<file path="config.mk">
export PLATFORM = sky130hd
export DESIGN_NAME = frame_sync_pixel_unpacker
export DESIGN_NICKNAME = d
export VERILOG_FILES = /design/src/rtl/frame_sync_pixel_unpacker.sv
export SDC_FILE = /design/constraint.sdc
export NUM_CORES = 1
export LEC_CHECK = 0
export ABC_AREA = 1
export CELL_PAD_IN_SITES_DETAIL_PLACEMENT = 1
export CELL_PAD_IN_SITES_GLOBAL_PLACEMENT = 1
export CORE_ASPECT_RATIO = 1.4
export CORE_UTILIZATION = 32
export DETAILED_ROUTE_END_ITERATION = 10
export PLACE_DENSITY_LB_ADDON = 0.1
export SYNTH_ARGS = -nofsm -noshare
export SYNTH_HDL_FRONTEND = slang
export SYNTH_SLANG_ARGS = --single-unit
</file>
<file path="constraint.sdc">
create_clock -name clk_pixel -period 1.89 [get_ports clk_pixel]
set_input_delay 0.2835 -clock clk_pixel [delete_from_list [all_inputs] [get_ports clk_pixel]]
set_output_delay 0.2835 -clock clk_pixel [all_outputs]
set_load 0.02 [all_outputs]
</file>
<file path="src/rtl/frame_sync_pixel_unpacker.sv">
// -----------------------------------------------------------------------------
// frame_sync_pixel_unpacker
//
// Display-side stage in the pixel clock domain. It takes 128-bit chunks
// (8 x 16-bit pixels) from the controller->pixel clock-domain FIFO and emits
// one pixel per active HDMI draw cycle. The chunk stream is frame-locked to
// the raster using chunk_tlast. Underflow and misalignment are detected. After
// an error the rest of the frame is dropped and the stage re-locks on the next
// frame.
//
// Ports
//   clk_pixel      in   1    pixel clock (sole clock)
//   sys_rst_pixel  in   1    synchronous, active-high reset
//   chunk_tvalid   in   1    AXIS chunk valid from the FIFO
//   chunk_tready   out  1    AXIS chunk ready (combinational, never uses tvalid)
//   chunk_tdata    in   128  pixel 0 = [15:0] ... pixel 7 = [127:112]
//   chunk_tlast    in   1    marks the last chunk of a frame
//   active_draw    in   1    HDMI active region this cycle
//   h_count        in   11   HDMI horizontal count
//   v_count        in   10   HDMI vertical count
//   pixel_out      out  16   registered pixel to the display pipeline
//   pixel_locked   out  1    registered; 1 when pixel_out carries frame data
//   resync_count   out  16   saturating count of lock losses since reset
// -----------------------------------------------------------------------------
module frame_sync_pixel_unpacker #(
    parameter int          WIDTH      = 1280,
    parameter int          HEIGHT     = 720,
    parameter logic [15:0] FILL_COLOR = 16'h2277
) (
    input  logic         clk_pixel,
    input  logic         sys_rst_pixel,
    input  logic         chunk_tvalid,
    output logic         chunk_tready,
    input  logic [127:0] chunk_tdata,
    input  logic         chunk_tlast,
    input  logic         active_draw,
    input  logic [10:0]  h_count,
    input  logic [9:0]   v_count,
    output logic [15:0]  pixel_out,
    output logic         pixel_locked,
    output logic [15:0]  resync_count
);

    typedef enum logic [1:0] {
        SYNC_WAIT = 2'd0,
        ARMED     = 2'd1,
        RUN       = 2'd2
    } state_t;

    localparam logic [10:0] H_LAST = 11'(WIDTH - 1);
    localparam logic [9:0]  V_LAST = 10'(HEIGHT - 1);

    state_t       state_reg;
    logic [127:0] buf_reg;
    logic         buf_valid_reg;
    logic         buf_last_reg;
    logic [2:0]   idx_reg;
    logic [15:0]  pixel_reg;
    logic         locked_reg;
    logic [15:0]  resync_reg;

    // Per-lane view of the chunk register so idx can select a pixel directly.
    logic [15:0] lane [8];
    genvar gi;
    generate
        for (gi = 0; gi < 8; gi++) begin : g_lane
            assign lane[gi] = buf_reg[gi*16 +: 16];
        end
    endgenerate

    logic        xfer;
    logic        frame_start;
    logic        frame_end;
    logic        idx_last;
    logic        lose_lock;
    logic [15:0] cur_pixel;

    always_comb begin
        frame_start = active_draw && (h_count == 11'd0) && (v_count == 10'd0);
        frame_end   = (h_count == H_LAST) && (v_count == V_LAST);
        idx_last    = (idx_reg == 3'd7);
        cur_pixel   = lane[idx_reg];

        chunk_tready = 1'b0;
        case (state_reg)
            SYNC_WAIT: chunk_tready = 1'b1;
            ARMED:     chunk_tready = !buf_valid_reg;
            // The next chunk may only land when the last pixel of the current
            // one is being consumed, or when the buffer already ran dry.
            RUN:       chunk_tready = !buf_valid_reg || (active_draw && idx_last);
            default:   chunk_tready = 1'b0;
        endcase
        xfer = chunk_tvalid && chunk_tready;

        // In RUN an active cycle breaks lock on underflow, on reaching frame
        // end anywhere but the last pixel of the tlast chunk, or on finishing
        // the tlast chunk before the raster reaches frame end.
        lose_lock = 1'b0;
        if (state_reg == RUN && active_draw) begin
            if (!buf_valid_reg) begin
                lose_lock = 1'b1;
            end else if (frame_end) begin
                lose_lock = !(idx_last && buf_last_reg);
            end else begin
                lose_lock = idx_last && buf_last_reg;
            end
        end
    end

    always_ff @(posedge clk_pixel) begin
        if (sys_rst_pixel) begin
            state_reg     <= SYNC_WAIT;
            buf_reg       <= '0;
            buf_valid_reg <= 1'b0;
            buf_last_reg  <= 1'b0;
            idx_reg       <= 3'd0;
            pixel_reg     <= FILL_COLOR;
            locked_reg    <= 1'b0;
            resync_reg    <= 16'd0;
        end else begin
            pixel_reg  <= FILL_COLOR;
            locked_reg <= 1'b0;

            case (state_reg)
                SYNC_WAIT: begin
                    // Drain until the end-of-frame chunk goes by.
                    buf_valid_reg <= 1'b0;
                    idx_reg       <= 3'd0;
                    if (xfer && chunk_tlast) begin
                        state_reg <= ARMED;
                    end
                end

                ARMED: begin
                    if (xfer) begin
                        buf_reg       <= chunk_tdata;
                        buf_last_reg  <= chunk_tlast;
                        buf_valid_reg <= 1'b1;
                        idx_reg       <= 3'd0;
                    end else if (frame_start && buf_valid_reg) begin
                        // The frame-start cycle already consumes pixel 0.
                        state_reg  <= RUN;
                        pixel_reg  <= cur_pixel;
                        locked_reg <= 1'b1;
                        idx_reg    <= 3'd1;
                    end
                end

                RUN: begin
                    if (lose_lock) begin
                        state_reg     <= SYNC_WAIT;
                        buf_valid_reg <= 1'b0;
                        idx_reg       <= 3'd0;
                        if (resync_reg != 16'hFFFF) begin
                            resync_reg <= resync_reg + 16'd1;
                        end
                        // A misaligned pixel still came from the buffer.
                        if (buf_valid_reg) begin
                            pixel_reg  <= cur_pixel;
                            locked_reg <= 1'b1;
                        end
                    end else if (active_draw) begin
                        pixel_reg  <= cur_pixel;
                        locked_reg <= 1'b1;
                        if (idx_last) begin
                            if (frame_end) begin
                                state_reg <= ARMED;
                            end
                            if (xfer) begin
                                buf_reg       <= chunk_tdata;
                                buf_last_reg  <= chunk_tlast;
                                buf_valid_reg <= 1'b1;
                            end else begin
                                buf_valid_reg <= 1'b0;
                            end
                            idx_reg <= 3'd0;
                        end else begin
                            idx_reg <= idx_reg + 3'd1;
                        end
                    end else if (xfer) begin
                        // Buffer ran dry at a chunk boundary; refill in blanking.
                        buf_reg       <= chunk_tdata;
                        buf_last_reg  <= chunk_tlast;
                        buf_valid_reg <= 1'b1;
                        idx_reg       <= 3'd0;
                    end
                end

                default: begin
                    state_reg     <= SYNC_WAIT;
                    buf_valid_reg <= 1'b0;
                    idx_reg       <= 3'd0;
                end
            endcase
        end
    end

    assign pixel_out    = pixel_reg;
    assign pixel_locked = locked_reg;
    assign resync_count = resync_reg;

endmodule

</file>
==> reports/qor.txt <==
Status - complete, but fails checks
Failing checks - setup timing
Mapped cell area - 0.00760 sq mm
GR Overflow Total - 0
Final Hold Fails - 0
Core Region - 0.0233 sq mm
Synth top area share - 44.3%
Antenna Cells - 0
Final wirelength - 29.6 mm
Die area - 0.0244 sq mm
Clock Sinks - 168
Setup WS post-layout - -0.0983 ns
HP Class - reg2reg
Worst hold path stage count - 2
Layout cells sized above 1 - 16.6%
Initial antenna violation count - 0
Synth top area cells - dfxtp_1 (44%), nor2_1 (11%), o21ai_1 (8.0%)
Vias in the first global route - 7835
FF-to-FF path depth - 14
LEAKAGE - 4.32 nW
Critical path capture point type - flip-flop
Worst-margin pin slew - 0.577 ns
Clock latency on the worst-skew pair - 0.43 ns
DIE HEIGHT - 184 um
Storage element area - 0.00337 sq mm
Count of input and output buffers - 187
Max frequency - 0.503 GHz
RSZ-0062 raised after global routing - true
Maxcap violations - 0
GRT Util Overall - 22.9%
# DRC - 0
Max reg flops - 128
Pwr dens - 1210 mW/mm^2
Ports - 188
Slew margin rel. - 61.5%
Clk slew on worst S/H paths - 0.07 ns
Clock Skew - 0.0104 ns
Vias per cell - 4.98
Synth area leader - dfxtp_1
Unique masters post-synth - 36
Row cnt - 66
Final setup viols - 112
First-pass GRT wire length - 42.1 mm
CTS Buf Count - 17
Slew Limit Fails - 0
Min cycle time layout - 1.99 ns
Hold slack - 0.449 ns
Syn nets - 1201
Vias - 7946
CTS tree - yes
Crit Path Class - reg2reg
Largest net degree at the start of global routing - 138
Synth Area per Inst - 7.31 sq um
Fillers - 2833
Post-Synthesis Cells - 1039
Sequential area share after synthesis - 44.3%
Gpl congestion - 0.860
DR WL/cell - 18.6 um
Area growth from synthesis to layout - 50.9%
Detailed placement HPWL - 19.5 mm
H-tree Lvls - 4
Critical path required time - 2.21 ns
Seq cells post-synth - 168
Cts-stage hold buffer count - 0
Area of the multi-input gates - 0.00380 sq mm
Arr. time, crit path - 2.31 ns
Placed inst area - 0.0100 sq mm
Design area - 0.0115 sq mm
Root Driver - clkbuf_16
Number of warnings issued by yosys - 0
Peak supply drop - 0.755 mV
Drt pass-1 iters - 6
DR iter-0 viols - 248
Die extent in x - 132 um
Crit-path max FO - 15
Startpoint Class - flip-flop
DRT antenna net count - 0
Fin crit share - 105%
Initial core utilization - 32.6%
Final #Nets - 1437
Clock Path Buffers - 2
metal layers:
| layer | global-route usage, % | vias up | part of all wire (%) | wire length [um] |
|---|---|---|---|---|
| met4 | 11.1 | 0 | 3.7 | 1090 |
| li1 | - | 3912 | - | - |
| met3 | 3.41 | 46 | 2.4 | 716 |
| met5 | 0 | - | 0 | 0 |
| met2 | 41.7 | 180 | 52 | 15500 |
| met1 | 26.0 | 3808 | 42 | 12400 |
worst paths after layout:
check                            startpoint  slack (ns)          end
worst max-delay path             idx_reg[0]        -0.1  buf_reg[73]
worst max register to register   idx_reg[0]        -0.1  buf_reg[73]
worst min-delay path            buf_reg[27]        0.45  buf_reg[27]
worst min register to register  buf_reg[27]        0.45  buf_reg[27]
cell usage after synthesis:
cell type / number
nand3_2: 4
nand4_1: 5
nand2_2: 1
nand2_4: 1
o21ai_1: 121
o21ai_0: 80
nor3_2: 1
xnor2_1: 5
inv_2: 3
nand2_1: 92
buf_1: 1
and3_1: 1
o22ai_1: 8
nand3_1: 30
o221ai_1: 1
dfxtp_1: 168
o211ai_1: 18
ha_1: 8
nor4_1: 1
a31o_2: 8
or2_2: 1
a31oi_1: 2
buf_2: 5
nor3_1: 1
buf_8: 8
o21bai_1: 1
and3b_1: 1
buf_6: 14
buf_4: 4
a21oi_1: 93
inv_1: 74
nor2_2: 5
xor2_1: 5
inv_4: 1
nor2_1: 229
clkbuf_1: 38
cell families (layout without fill, tap and decap cells):
| logic type | Yosys count | after routing | synth area share (%) |
|---|---|---|---|
| AO/OA/AOI/OAI | 332 | 332 | 23.1 |
| XOR/XNOR | 10 | 10 | 1.15 |
| adder cells (fa/ha/maj) | 8 | 8 | 1.32 |
| buffers and inverters | 148 | 395 | 10.2 |
| flip-flops | 168 | 168 | 44.3 |
| AND/OR/NAND/NOR | 373 | 375 | 20.0 |
power by group:
part	total [mW]	internal [mW]	leakage, nW	switching, mW
clock	3.47	1.89	0.275	1.59
combinational	5.33	2.42	2.67	2.91
sequential	5.05	4.55	1.37	0.497
timing repair:
action | in CTS | in global routing
cloned | 4 | 10
resized for setup | 41 | 73
setup buffers | 5 | 6
pin swaps | 1 | 24
endpoints found under the setup margin | 156 | 165
area by class of cell:
type	instances	area share [%]
multi-input cells	725	33.2
flip-flops and latches	168	29.4
repair buffers	285	26.4
clock buffers	19	3.86
well taps	306	3.34
inverters	78	2.70
clock inverters	13	1.16
worst max-delay path: stages, from the launching register on:
cell       delay (ns)
dfxtp_2          0.35
ha_4             0.14
ha_4             0.14
nand2_2          0.05
nand2_2          0.06
nand2_2          0.07
nand3_4          0.08
nand3_4          0.08
nor3_4           0.17
buf_6            0.16
buf_12           0.11
nand2_8          0.08
clkbuf_16        0.19
o21ai_1          0.13
nor2_1           0.07
per-stage QoR:
stage	power (mW)	util [%]	setup slack, ns	instances	setup TNS (ns)
after floorplan	7.68	-	0.0426	1039	0
after global placement	9.23	43.1	-0.346	1538	-40.01
after detailed placement	9.34	43.1	-0.385	1538	-44.43
after CTS	13.2	46.9	-0.0540	1579	-2.45
after global routing	14.6	49.2	-0.204	1594	-21.33
final	13.9	49.2	-0.0983	1594	-3.00
placed cells by master (no fill, tap or decap), drive strengths merged, types with 2 or more instances in the layout:
| cell | synthesis | routed |
|---|---|---|
| nand3 | 34 | 34 |
| dfxtp | 168 | 168 |
| buf | 32 | 91 |
| a31o | 8 | 8 |
| clkinv | 0 | 5 |
| clkdlybuf4s50 | 0 | 186 |
| xor2 | 5 | 5 |
| inv | 78 | 82 |
| nand2 | 94 | 96 |
| a31oi | 2 | 2 |
| o22ai | 8 | 8 |
| xnor2 | 5 | 5 |
| o21ai | 201 | 201 |
| clkbuf | 38 | 27 |
| nand4 | 5 | 5 |
| o211ai | 18 | 18 |
| ha | 8 | 8 |
| nor3 | 2 | 2 |
| a21oi | 93 | 93 |
| nor2 | 234 | 234 |
| clkinvlp | 0 | 3 |
Power figures use the tool's default switching activity.
